`src/rtl/exe_div.sv`:
```
// exe_div: multi-cycle 32-bit DIV/DIVU unit for the EXE stage.
// Restoring shift-subtract divider, one quotient bit per clock.
// Result layout: {remainder -> HI, quotient -> LO}.
// Optional feature: define DIV_EARLY_OUT_EN to finish immediately when the
// dividend magnitude is below the divisor magnitude.
module exe_div (
  input  logic        clk,
  input  logic        rst,
  input  logic        start_i,
  input  logic        signed_i,
  input  logic [31:0] opdata1_i,
  input  logic [31:0] opdata2_i,
  input  logic        annul_i,
  output logic [63:0] result_o,
  output logic        ready_o,
  output logic        stall_req_o
);

  typedef enum logic [1:0] {
    S_IDLE    = 2'd0,
    S_DIVZERO = 2'd1,
    S_ON      = 2'd2,
    S_END     = 2'd3
  } state_t;

  state_t      r_state;
  state_t      w_next;

  logic [5:0]  r_cnt;
  logic [64:0] r_work;
  logic [31:0] r_divisor;
  logic        r_signed;
  logic        r_sign1;
  logic        r_sign2;
  logic [63:0] r_result;

  logic        w_accept;
  logic        w_divZero;
  logic        w_earlyOut;
  logic [31:0] w_mag1;
  logic [31:0] w_mag2;
  logic [32:0] w_remShift;
  logic        w_fits;
  logic [32:0] w_diff;
  logic [64:0] w_step;
  logic        w_negQuot;
  logic        w_negRem;
  logic [31:0] w_quotFinal;
  logic [31:0] w_remFinal;
  logic        w_inEnd;

  // Operand magnitudes: signed mode divides absolute values and fixes signs at the end.
  assign w_mag1    = (signed_i && opdata1_i[31]) ? (~opdata1_i + 32'd1) : opdata1_i;
  assign w_mag2    = (signed_i && opdata2_i[31]) ? (~opdata2_i + 32'd1) : opdata2_i;
  assign w_accept  = start_i & ~annul_i;
  assign w_divZero = (opdata2_i == 32'd0);

`ifdef DIV_EARLY_OUT_EN
  assign w_earlyOut = (w_mag1 < w_mag2);
`else
  assign w_earlyOut = 1'b0;
`endif

  // One restoring step: shift left, subtract divisor if it fits, shift in the quotient bit.
  // The top working bit is always zero because the partial remainder stays below the divisor.
  assign w_remShift = r_work[63:31];
  assign w_fits     = r_work[64] | (w_remShift >= {1'b0, r_divisor});
  assign w_diff     = w_remShift - {1'b0, r_divisor};
  assign w_step     = w_fits ? {w_diff, r_work[30:0], 1'b1}
                             : {w_remShift, r_work[30:0], 1'b0};

  // Sign correction applied when the last step is stored.
  assign w_negQuot   = r_signed & (r_sign1 ^ r_sign2);
  assign w_negRem    = r_signed & r_sign1;
  assign w_quotFinal = w_negQuot ? (~w_step[31:0] + 32'd1) : w_step[31:0];
  assign w_remFinal  = w_negRem  ? (~w_step[63:32] + 32'd1) : w_step[63:32];

  // State register with synchronous reset.
  always_ff @(posedge clk) begin
    if (rst) r_state <= S_IDLE;
    else     r_state <= w_next;
  end

  // Next-state logic; annul wins over start in every busy state.
  always_comb begin
    w_next = r_state;
    case (r_state)
      S_IDLE: begin
        if (w_accept) begin
          if (w_divZero)       w_next = S_DIVZERO;
          else if (w_earlyOut) w_next = S_END;
          else                 w_next = S_ON;
        end
      end
      S_DIVZERO: w_next = annul_i ? S_IDLE : S_END;
      S_ON: begin
        if (annul_i)               w_next = S_IDLE;
        else if (r_cnt == 6'd31)   w_next = S_END;
      end
      S_END: begin
        if (annul_i || !start_i)   w_next = S_IDLE;
      end
      default: w_next = S_IDLE;
    endcase
  end

  // Datapath registers: operand capture, iteration, and final result storage.
  always_ff @(posedge clk) begin
    if (rst) begin
      r_cnt     <= 6'd0;
      r_work    <= 65'd0;
      r_divisor <= 32'd0;
      r_signed  <= 1'b0;
      r_sign1   <= 1'b0;
      r_sign2   <= 1'b0;
      r_result  <= 64'd0;
    end else begin
      case (r_state)
        S_IDLE: begin
          if (w_accept) begin
            r_cnt     <= 6'd0;
            r_work    <= {33'd0, w_mag1};
            r_divisor <= w_mag2;
            r_signed  <= signed_i;
            r_sign1   <= opdata1_i[31];
            r_sign2   <= opdata2_i[31];
            r_result  <= (!w_divZero && w_earlyOut) ? {opdata1_i, 32'd0} : 64'd0;
          end
        end
        S_DIVZERO: r_result <= 64'd0;
        S_ON: begin
          if (!annul_i) begin
            r_work <= w_step;
            r_cnt  <= r_cnt + 6'd1;
            if (r_cnt == 6'd31) r_result <= {w_remFinal, w_quotFinal};
          end
        end
        S_END: begin
          if (annul_i || !start_i) r_result <= 64'd0;
        end
        default: r_result <= 64'd0;
      endcase
    end
  end

  assign w_inEnd = (r_state == S_END);

  // Outputs: result only visible in END; stall while a request is pending.
  always_comb begin
    ready_o     = w_inEnd;
    result_o    = w_inEnd ? r_result : 64'd0;
    stall_req_o = start_i & ~w_inEnd & ~annul_i;
  end

endmodule
```
`config.mk`:
```
export PLATFORM = sky130hd
export DESIGN_NAME = exe_div
export DESIGN_NICKNAME = d
export VERILOG_FILES = /design/src/rtl/exe_div.sv
export SDC_FILE = /design/constraint.sdc
export NUM_CORES = 1
export LEC_CHECK = 0
export CAP_MARGIN = 10
export CORE_MARGIN = 4
export CORE_UTILIZATION = 35
export CTS_BUF_LIST = sky130_fd_sc_hd__clkbuf_8
export CTS_CLUSTER_SIZE = 30
export DETAILED_ROUTE_END_ITERATION = 8
export GPL_ROUTABILITY_DRIVEN = 0
export PLACE_DENSITY_LB_ADDON = 0.25
export SLEW_MARGIN = 20
export SYNTH_ARGS = -nofsm -noshare
export SYNTH_HDL_FRONTEND = slang
export SYNTH_SLANG_ARGS = --single-unit
```
`constraint.sdc`:
```
create_clock -name clk -period 13.1 [get_ports clk]
set_input_delay 3.93 -clock clk [delete_from_list [all_inputs] [get_ports clk]]
set_output_delay 3.93 -clock clk [all_outputs]
set_load 0.02 [all_outputs]
```
# --- Word level (Yosys, flattened, before mapping) ---
# Cells that the tools add are included.
op_classes:
  add_sub_neg: 6
  n_mul: 0
  div_mod_pow: 0
  n_lt_le_gt_ge: 1
  eq_ne: 9
  n_shift: 0
  muxes: 24
  bitwise: 13
  n_reduce_logical: 11
ops:
  columns: ["operator", "n"]
  rows:
  - ["2-to-1 mux 64 bit", 5]
  - ["one-hot mux 64 bit (4 select lines)", 1]
  - ["2-to-1 mux 65 bit", 3]
  - ["one-hot mux 65 bit (2 select lines)", 1]
  - ["adder 32 x 1 -> 32 bit, second input constant", 4]
  - ["2-to-1 mux 32 bit", 4]
  - ["NOT 32 bit", 4]
  - ["greater-or-equal comparator 33 x 32 -> 1 bit", 1]
  - ["subtractor 33 x 32 -> 33 bit", 1]
  - ["logical NOT 32 bit", 1]
  - ["2-to-1 mux 2 bit", 6]
  - ["2-to-1 mux 6 bit", 2]
  - ["one-hot mux 6 bit (2 select lines)", 1]
  - ["one-hot mux 2 bit (4 select lines)", 1]
  - ["adder 6 x 1 -> 6 bit, second input constant", 1]
  - ["equality test 6 x 5 -> 1 bit, second input constant", 1]
  - ["inequality test 2 bit, second input constant", 3]
  - ["AND reduction 3 bit", 2]
  - ["bitwise AND 1 bit", 5]
  - ["equality test 2 bit, second input constant", 2]
  - ["AND reduction 4 bit", 1]
  - ["inequality test 3 bit, second input constant", 1]
  - ["equality test 2 x 1 -> 1 bit, second input constant", 1]
  - ["logical AND 1 bit", 2]
  - ["9 further kinds", 10]
word_totals:
  regBits: 172
  latch_bits: 0
  ram_bits: 0
  mem_bits_ro: 0
  in_bits: 69
  out_inout_bits: 66
  elab_cells: 72
  n_memories: 0

# --- Depth between registers and ports, before layout ---
depth:
  depth_word: 9
  mapped_depth: 22
  ltp_nobuf: 18

# --- Worst setup path after synthesis ---
# OpenSTA, ideal clock, no wires.
synth_path:
  path_type: "input-to-output"
  start: "input port start_i"
  end: "output port stall_req_o"
  arrival_time_ns: 4.531
  t_required_ns: 9.170
  setup_slack_ns: 4.639
  stages: 2
  n_path_buf: 0
  cell_sequence: "nor2b_1 -> nor2b_1"
synth_between:
  elab_chain_cells: 2
synth_lines:
  columns: ["element", "line", "source"]
  rows:
  - ["start, declared", "9", "input logic start_i,"]
  - ["bitwise AND 1 bit (2 in series)", "152", "stall_req_o = start_i & ~w_inEnd & ~annul_i;"]
  - ["end, declared", "16", "output logic stall_req_o"]
# No other way between the ends.

# --- Worst setup path in the final report ---
layout_path:
  start: "input port annul_i"
  end: "output port stall_req_o"
layout_between:
  elab_chain_cells: 2
layout_lines:
  columns: ["element", "line", "source"]
  rows:
  - ["start, declared", "13", "input logic annul_i,"]
  - ["NOT 1 bit", "152", null]
  - ["bitwise AND 1 bit", "152", null]
# No other way between the ends.

==> results.json <==
{
  "status": "complete, no violations",
  "worstPathBufferInverterCount": 2,
  "crit_path_start_kind": "primary input",
  "min_path_cells": 2,
  "grt_pass1_wl_um": 60320,
  "reg2reg_to": "r_result[58]",
  "dpl.hpwl_um": 28760,
  "skew_ps": 23.78,
  "crit_family": "buffers and inverters",
  "via_count": 11958,
  "dr.pass1.iters": 5,
  "setup_viol_count_final": 0,
  "area_delta_synth_final_pct": 16.00,
  "finalNonFillerCells": 2202,
  "drtAntennaViolNets": 0,
  "fin_nets": 1845,
  "synth_flop_cell": "dfxtp_1",
  "tns_ps": 0,
  "grt_max_degree": 74,
  "grt.total_usage_pct": 19.12,
  "clock.fmax_mhz": 103.2,
  "wire_per_inst_um": 17.14,
  "grt_pass1_vias": 10882,
  "clk_latency_ps": 500,
  "r2r_slack_ps": 7190,
  "htree_levels": 4,
  "cts_post_setup_buffers_inserted": 0,
  "antenna_found_initial": 0,
  "coreArea_um2": 34540,
  "r2r-start": "r_work[41]",
  "period_needed_ps": 9687,
  "dp.cells": 2170,
  "cp_slowest_cell": "clkdlybuf4s50_1",
  "hold_path_class": "flip-flop to flip-flop",
  "worst_pin_slew_ps": 927.6,
  "yosysSeqAreaShare_pct": 28.07,
  "max_cap_viol_count": 0,
  "die_width_um": 195.2,
  "post-route-period-util_pct": 73.95,
  "routed_wl_um": 37750,
  "ff2ff_path_depth": 18,
  "synth_edf_count": 0,
  "yosys_warnings": 0,
  "rsz0062_at_grt": "no",
  "powerDensity_nw_per_um2": 138.4,
  "slew_viol_final": 0,
  "std_cell_rows": 68,
  "cts.clk_slew.worst_paths_ps": 100,
  "p_total_mw": 1.969,
  "hold-path-endpoint": "r_result[59]",
  "die-area_um2": 38110,
  "clock-sinks": 172,
  "cts_hold_buf": 0,
  "cts.path.max_buffers": 2,
  "io_buffers": 134,
  "max_stage_delay_ps": 680,
  "cts_root_buffer": "clkbuf_8",
  "cts_resized": 0,
  "critPathArrivalTime_ps": 5760,
  "syn_inst": 1675,
  "diodes": 0,
  "cts_made_buffers": 17,
  "mappedNetlistNets": 1786,
  "p_leak_nw": 5.211,
  "die_h_um": 195.2,
  "finalHoldViolations": 0,
  "synth-seq-cells": 172,
  "drcViolationCount": 0,
  "start_util_pct": 35.51,
  "vias_per_cell": 5.431,
  "crit_fanout": 6,
  "synth_area_um2": 12270,
  "irDropWorstVdd_mv": 0.09825,
  "layout-drive-gt1-share_pct": 4.236,
  "async_flop_share_pct": 0,
  "required_ps": 9170,
  "min-delay-start": "r_result[59]",
  "ios": 135,
  "grt-ovfl-total": 0,
  "avgSynthCellArea_um2": 7.323,
  "crit_path_end_kind": "primary output",
  "drt_iter0_drc": 983,
  "cts_tree": "yes",
  "relSlewSlack_pct": 37.35,
  "fin_util_pct": 41.19,
  "worst-setup-path-type": "primary input to primary output",
  "synth_cell_types": 74,
  "path_cells": "clkdlybuf4s50_1 -> nor2b_1 -> nor2b_1 -> clkdlybuf4s50_1"
}
-- report_power, final --
group,internal [mW],switching (mW),total (mW)
sequential,0.571,0.0564,0.627
combinational,0.341,0.625,0.965
clock,0.142,0.235,0.377
total,1.05,0.916,1.97
-- flip-flops by register name (all words and copies together) (netlist names) --
name and cells:
r_signed 1, r_result 64, r_state 2, r_sign1 1
r_work 65, r_sign2 1, r_divisor 32, r_cnt 6
-- per-stage QoR --
stage	hold slack [ps]	setup WS, ps	instance area [um2]
after floorplan	416.7	4639	12270
after global placement	431.0	3512	13840
after detailed placement	437.4	3444	13840
after CTS	451.1	3426	14220
after global routing	469.1	3284	14230
final	448.7	3413	14230
-- worst register-to-register path, cell delays in order (launching register included) --
cell	delay (ps)
dfxtp_1	410
ha_1	540
a21oi_1	160
o21ai_0	470
nand3_1	280
a311o_2	410
nand3_2	220
buf_4	520
nand2_1	120
o21ai_0	120
ha_1	290
nor2b_1	150
nor4b_1	400
nor4b_2	430
a32oi_1	230
o31ai_1	500
o21ai_0	220
xnor2_1	240
o21ai_1	80
-- area by class of cell --
cell class / instances / area (um2)
Multi-Input combinational cell: 1341 / 8202
Fill cell: 3618 / 20310
Clock inverter: 15 / 142.6
Timing Repair Buffer: 146 / 1429
Clock buffer: 17 / 234.0
Inverter: 56 / 210.2
Sequential cell: 172 / 3443
Tap cell: 455 / 569.3
-- placed cells by master (no fill, tap or decap), types with 12 or more instances in the layout --
| master | Yosys | final |
|---|---|---|
| a22oi_1 | 62 | 62 |
| nor2_1 | 199 | 197 |
| mux2i_1 | 13 | 13 |
| nor4_1 | 19 | 19 |
| ha_1 | 41 | 40 |
| and2_1 | 78 | 77 |
| nor3_1 | 43 | 43 |
| inv_1 | 56 | 56 |
| o21ai_1 | 12 | 12 |
| nand2_1 | 201 | 201 |
| nand3_1 | 21 | 21 |
| a211oi_1 | 33 | 33 |
| a21o_1 | 15 | 15 |
| xnor2_1 | 84 | 84 |
| clkbuf_8 | 0 | 17 |
| or3_1 | 23 | 23 |
| o21ai_0 | 90 | 89 |
| a21oi_1 | 139 | 139 |
| dfxtp_1 | 172 | 172 |
| o31ai_1 | 19 | 19 |
| a31oi_1 | 13 | 13 |
| buf_4 | 3 | 13 |
| xor2_1 | 58 | 58 |
| clkdlybuf4s50_1 | 0 | 133 |
| o211ai_1 | 17 | 17 |
| and3_1 | 16 | 16 |
-- synth_stat cells, types with 12 or more instances --
cell type / count / area [um2]
nand2_1: 201 / 754.5
nor2_1: 199 / 747.0
dfxtp_1: 172 / 3443
a21oi_1: 139 / 695.7
o21ai_0: 90 / 450.4
xnor2_1: 84 / 735.7
and2_1: 78 / 488.0
clkbuf_1: 78 / 292.8
a22oi_1: 62 / 465.5
xor2_1: 58 / 508.0
inv_1: 56 / 210.2
nor3_1: 43 / 215.2
ha_1: 41 / 513.0
a211oi_1: 33 / 247.7
or3_1: 23 / 143.9
nand3_1: 21 / 105.1
nor4_1: 19 / 118.9
o31ai_1: 19 / 142.6
o211ai_1: 17 / 127.6
and3_1: 16 / 100.1
a21o_1: 15 / 112.6
buf_2: 15 / 75.07
a31oi_1: 13 / 81.33
mux2i_1: 13 / 130.1
o21ai_1: 12 / 60.06
-- worst max path at each step --
stage | from | to | slack, ps | depth (start not counted)
floorplan | start_i | stall_req_o | 4640 | 2
finish | annul_i | stall_req_o | 3410 | 4
global route | annul_i | stall_req_o | 3280 | 4
CTS | annul_i | stall_req_o | 3430 | 4
detailed placement | annul_i | stall_req_o | 3440 | 4
global placement | start_i | stall_req_o | 3510 | 4
-- per-layer routing --
| metal | global-route usage, % | vias up | routed length (um) |
|---|---|---|---|
| met4 | 4.370 | 0 | 492 |
| met3 | 2.364 | 34 | 2249 |
| met5 | 0 | - | 0 |
| met1 | 30.60 | 5512 | 19770 |
| met2 | 26.97 | 361 | 15230 |
| li1 | - | 6051 | - |
-- cells by family (layout without fill, tap and decap cells) --
| kind of cell | after synthesis | after routing | share of synthesized area [%] |
|---|---|---|---|
| xor+xnor | 142 | 142 | 10.14 |
| buf+inv | 162 | 234 | 5.324 |
| compound gates | 475 | 475 | 25.00 |
| fa+ha+maj | 42 | 42 | 4.345 |
| mux | 15 | 15 | 1.244 |
| flops | 172 | 172 | 28.07 |
| simple gates | 667 | 667 | 25.88 |
Note: power is estimated with default switching activity, not from simulation.
